File: src/rtl/mem_loader.sv
// mem_loader: byte-stream loader for the MIPS instruction/data memories.
//   Accepts framed bytes (TARGET, COUNT_HI, COUNT_LO, 4*N payload bytes) and
//   issues big-endian 32-bit word writes starting at address 0. The CPU is
//   held stalled while a frame is in flight.
// Ports: clk/rst (async active-high), in_valid/in_data/in_ready byte input,
//   mem_we/mem_sel/mem_addr/mem_wdata word write port (sel 0 = IM, 1 = DM),
//   cpu_hold stall request, done (last frame complete), err (sticky).
// Optional: define MEM_LOADER_CHKSUM_EN to require a trailing XOR checksum
//   byte after the payload.
module mem_loader #(
  parameter int ADDR_W = 10,
  parameter int CNT_W  = 16
) (
  input  logic              clk,
  input  logic              rst,
  input  logic              in_valid,
  input  logic [7:0]        in_data,
  output logic              in_ready,
  output logic              mem_we,
  output logic              mem_sel,
  output logic [ADDR_W-1:0] mem_addr,
  output logic [31:0]       mem_wdata,
  output logic              cpu_hold,
  output logic              done,
  output logic              err
);

  typedef enum logic [2:0] {
    S_IDLE,
    S_CNT_HI,
    S_CNT_LO,
    S_DATA,
    S_WRITE,
`ifdef MEM_LOADER_CHKSUM_EN
    S_CHK,
`endif
    S_DONE
  } state_t;

  state_t           state;
  logic [7:0]       cnt_hi;
  logic [CNT_W-1:0] remaining;
  logic [1:0]       byte_idx;
  // One extra MSB marks "address ran past the end of memory"; it never wraps
  // because the increment stops once it is set.
  logic [ADDR_W:0]  addr;
`ifdef MEM_LOADER_CHKSUM_EN
  logic [7:0]       chk;
`endif

  logic take;
  assign take     = in_valid && in_ready;
  assign mem_addr = addr[ADDR_W-1:0];

  always_ff @(posedge clk or posedge rst) begin
    if (rst) begin
      state     <= S_IDLE;
      in_ready  <= 1'b0;
      mem_we    <= 1'b0;
      mem_sel   <= 1'b0;
      mem_wdata <= 32'h0;
      cpu_hold  <= 1'b1;
      done      <= 1'b0;
      err       <= 1'b0;
      cnt_hi    <= 8'h0;
      remaining <= '0;
      byte_idx  <= 2'd0;
      addr      <= '0;
`ifdef MEM_LOADER_CHKSUM_EN
      chk       <= 8'h0;
`endif
    end else begin
      mem_we <= 1'b0;
      case (state)
        S_IDLE: begin
          // in_ready is registered, so it first rises one cycle after reset.
          in_ready <= 1'b1;
          if (take) begin
            if (in_data == 8'h00 || in_data == 8'h01) begin
              mem_sel  <= in_data[0];
              cpu_hold <= 1'b1;
              done     <= 1'b0;
              state    <= S_CNT_HI;
`ifdef MEM_LOADER_CHKSUM_EN
              chk      <= 8'h0;
`endif
            end else begin
              err <= 1'b1;
            end
          end
        end

        S_CNT_HI: begin
          if (take) begin
            cnt_hi <= in_data;
            state  <= S_CNT_LO;
          end
        end

        S_CNT_LO: begin
          if (take) begin
            addr     <= '0;
            byte_idx <= 2'd0;
            if ({cnt_hi, in_data} == 16'h0000) begin
`ifdef MEM_LOADER_CHKSUM_EN
              state    <= S_CHK;
`else
              state    <= S_DONE;
              in_ready <= 1'b0;
              done     <= 1'b1;
              cpu_hold <= 1'b0;
`endif
            end else begin
              remaining <= {cnt_hi, in_data};
              state     <= S_DATA;
            end
          end
        end

        S_DATA: begin
          if (take) begin
            mem_wdata <= {mem_wdata[23:0], in_data};
            byte_idx  <= byte_idx + 2'd1;
`ifdef MEM_LOADER_CHKSUM_EN
            chk       <= chk ^ in_data;
`endif
            if (byte_idx == 2'd3) begin
              state    <= S_WRITE;
              in_ready <= 1'b0;
              // Past the end of memory: swallow the word, flag it, no write.
              if (addr[ADDR_W]) begin
                err <= 1'b1;
              end else begin
                mem_we <= 1'b1;
              end
            end
          end
        end

        S_WRITE: begin
          remaining <= remaining - CNT_W'(1);
          if (!addr[ADDR_W]) begin
            addr <= addr + (ADDR_W+1)'(4);
          end
          if (remaining == CNT_W'(1)) begin
`ifdef MEM_LOADER_CHKSUM_EN
            state    <= S_CHK;
            in_ready <= 1'b1;
`else
            state    <= S_DONE;
            in_ready <= 1'b0;
            done     <= 1'b1;
            cpu_hold <= 1'b0;
`endif
          end else begin
            state    <= S_DATA;
            in_ready <= 1'b1;
          end
        end

`ifdef MEM_LOADER_CHKSUM_EN
        S_CHK: begin
          if (take) begin
            if (in_data != chk) begin
              err <= 1'b1;
            end
            state    <= S_DONE;
            in_ready <= 1'b0;
            done     <= 1'b1;
            cpu_hold <= 1'b0;
          end
        end
`endif

        S_DONE: begin
          // done/cpu_hold keep their values until the next valid TARGET.
          state    <= S_IDLE;
          in_ready <= 1'b1;
        end

        default: begin
          state    <= S_IDLE;
          in_ready <= 1'b0;
        end
      endcase
    end
  end

endmodule

File: config.mk
export PLATFORM = sky130hd
export DESIGN_NAME = mem_loader
export DESIGN_NICKNAME = d
export VERILOG_FILES = /design/src/rtl/mem_loader.sv
export SDC_FILE = /design/constraint.sdc
export NUM_CORES = 1
export LEC_CHECK = 0
export CAP_MARGIN = 5
export CORE_MARGIN = 8
export CORE_UTILIZATION = 28
export DETAILED_ROUTE_END_ITERATION = 12
export REMOVE_ABC_BUFFERS = 1
export SLEW_MARGIN = 20
export SYNTH_ARGS = -nofsm -noshare
export SYNTH_HDL_FRONTEND = slang
export SYNTH_SLANG_ARGS = --single-unit
File: constraint.sdc
create_clock -name clk -period 3 [get_ports clk]
set_clock_uncertainty 0.15 [all_clocks]
set_input_delay 0.6 -clock clk [delete_from_list [all_inputs] [get_ports clk]]
set_output_delay 0.6 -clock clk [all_outputs]
set_load 0.1 [all_outputs]
==> results.ini, run 1 <==
[status]
status = complete, no violations

[drt]
wl_met2_um = 4480
drtIter0Drc = 186
drtPass1Iterations = 4
wire_per_inst_um = 15.7
viasPerCell = 5.01
vias = 2903
drtAntennaViolNets = 0
routed-wl-met3_um = 516
highest_layer = met4
drt_wl_total_um = 9080
drcViolationCount = 0
drt-met1-wl_um = 3930

[global_routing]
grt_overflow = 0
groute.usage.overall = 0.113
grt_max_degree = 50
grt_pass1_wl_um = 15100
antenna_found_initial = 0
grt_pass1_vias = 2836

[clock_tree]
clock_sinks = 76
clk_pin_slew_worst_paths_ps = 60
postCtsSetupBuffers = 0
ctsRootBufferMaster = clkbuf_16
hold_buffers = 0
cts_resized = 0
clk_latency_ps = 340
cts_tree = done
cts_buffers = 9
clockBufferDepth = 2
htreeDepth = 3

[hold_path]
hold_depth = 1
holdPathEnd = err
hold_start = err
min_path_type = reg -> reg

[timing]
tightest_slew_ps = 715
period_minus_slack_ps = 2450
relSlewSlack = 0.522
rsz0062_at_grt = no
fmax_mhz = 408
fin_crit_sh = 0.816
setup_viol = 0
hold_viol = 0
drv_slew = 0

[critical_path]
ff2ff_setup_slack_ps = 760
worstSetupEndpointType = register
crit_chain = clkdlybuf4s50_1 > nor4_2 > nand2_1 > buf_4 > nor3_1 > nor2b_1 > a2bb2oi_1
path_class = in -> reg
cp.required_ps = 3110
reg2reg_depth = 5
crit_start = in_data[5]
crit_path_max_incr_delay_ps = 510
crit_buf_inv = 2
critical-path-top-delay-family = simple AND/OR/NAND/NOR gates
critPathArrivalTime_ps = 2560
startpoint_type = input pin
cp_slowest_cell = clkdlybuf4s50_1
r2r-start = remaining[0]
crit_fanout = 5
worst_r2r_endpoint = remaining[9]

[finish]
insertedDiodeCount = 0
areaGrowthSynthToFinish_pct = 25.4
seqCellArea_um2 = 1900
layout.nets = 414
final_cells = 580
nFillCells = 1306
mostFrequentLayoutCell = dfrtp_1
drive_gt1_frac = 0.312
final_util = 0.355
multi_input_area_um2 = 1630
layout_common_cells = 75 x dfrtp_1, 61 x buf_4, 41 x mux2_2

[yosys]
ys_ff_latch = 76
ys_seq_area_frac = 0.514
syn_avg_cell_area_um2 = 10.8
synth_cell_type_count = 57
synth_edf_count = 0
synth_ff_type = dfrtp_1
ys_warn_count = 0
async_flop_share = 1.00
synth_area_um2 = 3700
syn_inst = 342

[floorplan]
floorplan.initialDensity = 0.283
chipHeight_um = 131
num_io_pins = 59
die_w_um = 131
die-area_um2 = 17200
row_count = 42
coreArea_um2 = 13100

[placed_design]
place.gp.congestion = 0.812
dp.cells = 564
port_buffers = 56
dp_hpwl_um = 6490

[power]
p_leak_nw = 2.15
power.density_nw_per_um2 = 458
vdd_drop_max_mv = 0.209

[run]
drv_cap = 0

[cell usage after synthesis (all sizes together) (3+ instances only)]
cell type   n  area [µm²]
nand3      13        65.1
o31ai       4        30.0
nand4       3        18.8
a31oi       4        25.0
nor4        4        46.3
o21a        3        22.5
nand2      20        75.1
and3b       3        26.3
nor2       22        82.6
clkbuf     10        37.5
nor3       11        55.1
a21oi      20         100
o22ai       5        31.3
nand3b      3        22.5
buf        17         110
a2bb2oi     5        43.8
nand4b      3        26.3
ha          4        50.1
dfrtp      75        1880
mux2       41         462
o21ai      22         110
inv         7        26.3
[cells by family (layout without fill, tap and decap cells)]
logic type | after synthesis | after routing | share of synthesized area
buffers and inverters | 34 | 95 | 0.0470
and+or+nand+nor | 96 | 96 | 0.140
DFF | 76 | 76 | 0.514
xor gates and xnor gates | 3 | 3 | 0.00710
adders and majority gates | 4 | 4 | 0.0135
muxes | 41 | 41 | 0.125
AOI/OAI and AO/OA | 87 | 87 | 0.153
other | 1 | 2 | 0.00101
[sequential cells by signal (all words and copies together), names as in the netlist]
signal     flops
err            1
mem_we         1
in_ready       1
done           1
addr           9
mem_wdata     32
cnt_hi         8
cpu_hold       1
state          3
mem_sel        1
remaining     16
byte_idx       2
[where the power goes]
part,internal (mW),switching [mW],leakage [nW]
logic,0.0247,0.0484,1.04
registers,1.03,0,0.965
clock network,0.588,0.439,0.139
total,1.64,0.488,2.15
[metal layers]
| layer | up-vias | track usage |
|---|---|---|
| met3 | 15 | 0.0317 |
| met1 | 1442 | 0.136 |
| li1 | 1371 | - |
| met5 | - | 0 |
| met4 | 0 | 0.0446 |
| met2 | 75 | 0.188 |
[worst max path at each step]
stage	endpoint	slack (ps)	depth (start not counted)
floorplan	mem_wdata[0]	-90	2
global placement	remaining[10]	310	7
detailed placement	remaining[2]	200	7
CTS	remaining[9]	540	7
global route	remaining[9]	360	7
finish	remaining[9]	550	7
[metrics by stage]
step                      setup WS [ps]  cell area [µm²]  TNS (ps)  power, mW  hold WS (ps)
after global placement              311             4360         0       1.12           312
after CTS                           544             4640         0       2.16           337
final                               551             4640         0       2.13           336
after detailed placement            203             4360         0       1.12           311
after global routing                363             4640         0       2.19           361
after floorplan                   -91.7             3560     -2940       1.07           303
[layout make-up]
class	count	area share
timing repair buffer	72	0.124
clock buffer	10	0.0515
sequential	76	0.410
inverter	7	0.00566
multi-input combinational	233	0.351
clock inverter	6	0.0102
tap	176	0.0474
(Power assumes the default switching activity.)
==> run 2: changes to the inputs <==
==> constraint.sdc (replaced) <==
create_clock -name clk -period 2.05 [get_ports clk]
set_clock_uncertainty 0.15 [all_clocks]
set_input_delay 0.41 -clock clk [delete_from_list [all_inputs] [get_ports clk]]
set_output_delay 0.41 -clock clk [all_outputs]
set_load 0.1 [all_outputs]
==> results.ini, run 2 (synthesized netlist as in run 1, its figures left out) <==
[drt]
drtAntennaViolNets = 0  ; unchanged
vias = 3002  ; +3.4%
wire_per_inst_um = 16.0  ; +2.4%
drcViolationCount = 0  ; unchanged
viasPerCell = 4.88  ; -2.5%
drtPass1Iterations = 4  ; unchanged
drt_wl_total_um = 9860  ; +8.5%
drtIter0Drc = 182  ; -2.2%

[finish]
final_cell_area_um2 = 5630  ; +21%
reg_top3 = mem_wdata: 32 flops, remaining: 16 flops, addr: 9 flops
max_flop_register = mem_wdata
mostFrequentLayoutCell = dfrtp_1
insertedDiodeCount = 0  ; unchanged
largest_register_ffs = 32  ; unchanged
final_cells = 615  ; +6.0%
layout.nets = 449  ; +8.5%
layout_common_cells = 75 x dfrtp_1, 51 x buf_12, 46 x buf_4
nFillCells = 1199  ; -8.2%
areaGrowthSynthToFinish_pct = 52.0
drive_gt1_frac = 0.383  ; +0.0708
multi_input_area_um2 = 1710  ; +5.1%
seqCellArea_um2 = 1900  ; unchanged

[critical_path]
path_class = in -> reg
crit_path_max_incr_delay_ps = 500  ; about the same
startpoint_type = input pin
critical-path-top-delay-family = buffers and inverters
crit_chain = clkdlybuf4s50_1 > nor3_4 > nand2_2 > o31ai_2 > buf_4 > nor2_1 > o22a_1
cp.required_ps = 2120  ; -990 ps
r2r-start = cnt_hi[4]
worstSetupEndpointType = register
crit_buf_inv = 2  ; unchanged
crit_fanout = 11  ; +6
cp_slowest_cell = clkdlybuf4s50_1
crit_start = in_data[1]
critPathArrivalTime_ps = 2030  ; -530 ps

[power]
p_leak_nw = 2.53  ; +18%
power.density_nw_per_um2 = 569  ; +24%
vdd_drop_max_mv = 0.347  ; +66%

[global_routing]
grt_pass1_wl_um = 16300  ; +8.2%
grt_overflow = 0  ; unchanged
antenna_found_initial = 0  ; unchanged
groute.usage.overall = 0.124  ; +0.0103
grt_max_degree = 54  ; +8.0%
grt_pass1_vias = 3104  ; +9.4%

[timing]
fmax_mhz = 511
setup_viol = 0  ; unchanged
period_minus_slack_ps = 1960
fin_crit_sh = 0.954
rsz0062_at_grt = yes
worst_slack_ps = 93.8  ; -457 ps
drv_slew = 0  ; unchanged
hold_viol = 0  ; unchanged
fin_setup_tns_ps = 0  ; unchanged
timing.hold.ws_ps = 290  ; -46.2 ps

[clock_tree]
clk_pin_slew_worst_paths_ps = 60  ; about the same
cts_tree = done
clockBufferDepth = 2  ; unchanged
cts_buffers = 9  ; unchanged
ctsRootBufferMaster = clkbuf_16
clk_latency_ps = 340  ; about the same
clock_sinks = 76  ; unchanged
htreeDepth = 3  ; unchanged

[placed_design]
dp.cells = 598  ; +6.0%
postPlaceCellArea_um2 = 5240  ; +20%
place.gp.congestion = 0.830  ; +2.3%
dp_slack_ps = -404  ; -607 ps
port_buffers = 56  ; unchanged
dp_hpwl_um = 7330  ; +13%

[run]
drv_cap = 0  ; unchanged

[floorplan]
num_io_pins = 59  ; unchanged
die_w_um = 131  ; unchanged
coreArea_um2 = 13100  ; unchanged
floorplan.initialDensity = 0.283  ; unchanged
die-area_um2 = 17200  ; unchanged
row_count = 42  ; unchanged
chipHeight_um = 131  ; unchanged

[status]
status = complete, no violations

[hold_path]
min_path_type = in -> async

run 2: repair_timing:
| item | 4_1_cts | 5_1_grt |
|---|---|---|
| setup buffers | 0 | 1 |
| pin swaps | 1 | 1 |
| endpoints found under the setup margin | 7 | 22 |
| gates resized for setup | 4 | 14 |
| hold buffers | 0 | 0 |
run 2: path summary, 6_finish.rpt:
| kind | cells after the start | to | slack, ps |
|---|---|---|---|
| max | 7 | remaining[14] | 90 |
| min | 3 | mem_we | 290 |
| max reg2reg | 6 | cpu_hold | 100 |
| min reg2reg | 2 | byte_idx[1] | 360 |
| max in group asynchronous | 3 | remaining[0] | 1150 |
| min in group clk | 2 | byte_idx[1] | 360 |
run 2: metal layers:
layer,GRT usage,share of wire,vias to the layer above
li1,-,-,1433
met1,0.146,0.43,1493
met2,0.205,0.50,59
met3,0.0381,0.046,17
met4,0.0486,0.024,0
met5,0,0,-
run 2: area by class of cell:
class / instances / area share
repair buffers: 107 / 0.261
flip-flops and latches: 76 / 0.338
well taps: 176 / 0.0391
multi-input cells: 233 / 0.304
clock inverters: 5 / 0.0111
inverters: 7 / 0.00467
clock buffers: 11 / 0.0414
run 2: tightest hold or removal path, cell delays in order:
cell and delay (ps):
clkdlybuf4s50_1 420, inv_2 110, buf_12 180
run 2: through the flow:
| stage | util | power, mW |
|---|---|---|
| 2_1_floorplan | - | 1.57 |
| 3_3_place_gp | 0.400 | 1.65 |
| 3_5_place_dp | 0.400 | 1.65 |
| 4_1_cts | 0.424 | 3.25 |
| 5_1_grt | 0.430 | 3.33 |
| 6_report | 0.430 | 3.20 |
run 2: where the power goes:
part	total, mW	leakage (nW)	internal [mW]	switching [mW]
Clock	1.58	0.136	0.947	0.636
Sequential	1.50	0.965	1.50	0
Combinational	0.121	1.43	0.0436	0.0777
==> run 3: changes to the inputs <==
==> constraint.sdc (replaced) <==
create_clock -name clk -period 2.4 [get_ports clk]
set_clock_uncertainty 0.15 [all_clocks]
set_input_delay 0.48 -clock clk [delete_from_list [all_inputs] [get_ports clk]]
set_output_delay 0.48 -clock clk [all_outputs]
set_load 0.1 [all_outputs]
==> results.ini, run 3 (synthesized netlist as in run 1, its figures left out) <==
[finish]
max_flop_register = mem_wdata
insertedDiodeCount = 0  ; unchanged
mostFrequentLayoutCell = dfrtp_1
final_cells = 595  ; -3.3%
reg_top3 = mem_wdata: 32 flops, remaining: 16 flops, addr: 9 flops
layout_common_cells = 75 x dfrtp_1, 73 x buf_4, 41 x mux2_2
areaGrowthSynthToFinish_pct = 30.1
drive_gt1_frac = 0.337  ; -0.0462
layout.nets = 429  ; -4.5%
final_cell_area_um2 = 4820  ; -14%
largest_register_ffs = 32  ; unchanged

[floorplan]
chipHeight_um = 131  ; unchanged
die_w_um = 131  ; unchanged
floorplan.initialDensity = 0.283  ; unchanged
coreArea_um2 = 13100  ; unchanged
row_count = 42  ; unchanged
num_io_pins = 59  ; unchanged
die-area_um2 = 17200  ; unchanged

[timing]
hold_viol = 0  ; unchanged
fmax_mhz = 446
period_minus_slack_ps = 2240
drv_slew = 0  ; unchanged
fin_crit_sh = 0.935
setup_viol = 0  ; unchanged
relSlewSlack = 0.620
tightest_slew_ps = 566
rsz0062_at_grt = no
worst_slack_ps = 157  ; +63.4 ps

[critical_path]
worstSetupEndpointType = register
path_class = in -> reg
crit_buf_inv = 2  ; unchanged
startpoint_type = input pin
critical-path-top-delay-family = buffers and inverters
crit_chain = clkdlybuf4s50_1 > nor4_2 > nand2_1 > o31ai_1 > buf_4 > nor2_1 > o22a_1
ff2ff_setup_slack_ps = 270  ; +170 ps
crit_fanout = 20  ; +9
critPathArrivalTime_ps = 2320  ; +290 ps
cp.required_ps = 2480  ; +360 ps
crit_path_max_incr_delay_ps = 480  ; -20 ps
cp_slowest_cell = clkdlybuf4s50_1

[power]
p_leak_nw = 2.23  ; -12%
combPwrFrac = 0.034  ; -0.004
p_clk_frac = 0.503  ; +0.009
vdd_drop_max_mv = 0.290  ; -16%
p_seq_frac = 0.463  ; -0.005
p_int_mw = 2.15  ; -13%
power.density_nw_per_um2 = 575  ; +0.90%
p_sw_mw = 0.612  ; -14%
p_sw_frac = 0.221  ; -0.00147
power.total_mw = 2.77  ; -14%

[placed_design]
dp_slack_ps = -193  ; +211 ps
place.gp.congestion = 0.798  ; -3.8%
dp_hpwl_um = 6460  ; -12%
dp.cells = 579  ; -3.2%
postPlaceCellArea_um2 = 4510  ; -14%
port_buffers = 56  ; unchanged

[drt]
wire_per_inst_um = 15.0  ; -6.3%
drtIter0Drc = 154  ; -15%
vias = 2912  ; -3.0%
drcViolationCount = 0  ; unchanged
drt_wl_total_um = 8940  ; -9.3%
viasPerCell = 4.89  ; +0.26%
drtAntennaViolNets = 0  ; unchanged
drtPass1Iterations = 4  ; unchanged

[clock_tree]
clk_pin_slew_worst_paths_ps = 60  ; about the same
cts_tree = done
clockBufferDepth = 2  ; unchanged
clock_sinks = 76  ; unchanged
cts_resized = 0  ; -4
clk_latency_ps = 340  ; about the same
hold_buffers = 0  ; unchanged
postCtsSetupBuffers = 0  ; unchanged
cts_buffers = 9  ; unchanged
ctsRootBufferMaster = clkbuf_16
htreeDepth = 3  ; unchanged

[global_routing]
antenna_found_initial = 0  ; unchanged
grt_pass1_wl_um = 14700  ; -10%
grt_max_degree = 77  ; +43%
grt_overflow = 0  ; unchanged
groute.usage.overall = 0.111  ; -0.0128
grt_pass1_vias = 2755  ; -11%

[hold_path]
min_path_type = reg -> reg

[run]
drv_cap = 0  ; unchanged

[status]
status = complete, no violations

## run 3: cell count changes in the layout (fill, tap and decap cells not counted), sizes merged
cell | before | now
buf | 97 | 77
clkdlybuf4s50 | 8 | 10
clkinv | 2 | 0
dlymetal6s2s | 2 | 0
inv | 7 | 9
clkbuf | 11 | 10
clkinvlp | 2 | 3
## run 3: layout make-up
cell class | count | area, µm²
tap | 176 | 220
sequential | 76 | 1900
clock inverter | 6 | 70.1
fill | 1302 | 8270
timing repair buffer | 87 | 728
multi-input combinational | 233 | 1630
clock buffer | 10 | 239
inverter | 7 | 26.3
## run 3: layer usage
metal	vias up	GRT usage	part of all wire
met1	1426	0.140	0.44
met5	-	0	0
met2	74	0.173	0.48
li1	1398	-	-
met4	0	0.0425	0.018
met3	14	0.0353	0.066
## run 3: metrics by stage
stage                      util  hold WS (ps)  TNS [ps]
final                     0.368           317         0
after global routing      0.368           347         0
after CTS                 0.368           331         0
after detailed placement  0.344           305     -1930
after global placement    0.344           307      -919
after floorplan               -           303    -39140
## run 3: path summary, 6_finish.rpt
kind                       startpoint             to  cells after the start
min in group asynchronous         rst  mem_wdata[24]                      3
max                        in_data[5]  remaining[14]                      7
max reg2reg                 cnt_hi[3]  remaining[14]                      6
min reg2reg                       err            err                      1
max in group asynchronous         rst       cpu_hold                      3
min                               err            err                      1
## run 3: power by group through the flow
stage / Clock (mW) / Sequential [mW] / Combinational, mW
global route: 1.50 / 1.28 / 0.104
finish: 1.39 / 1.28 / 0.0940
floorplan: 0 / 1.30 / 0.0388
CTS: 1.43 / 1.28 / 0.0979
detailed placement: 0 / 1.30 / 0.0974
global placement: 0 / 1.30 / 0.0975
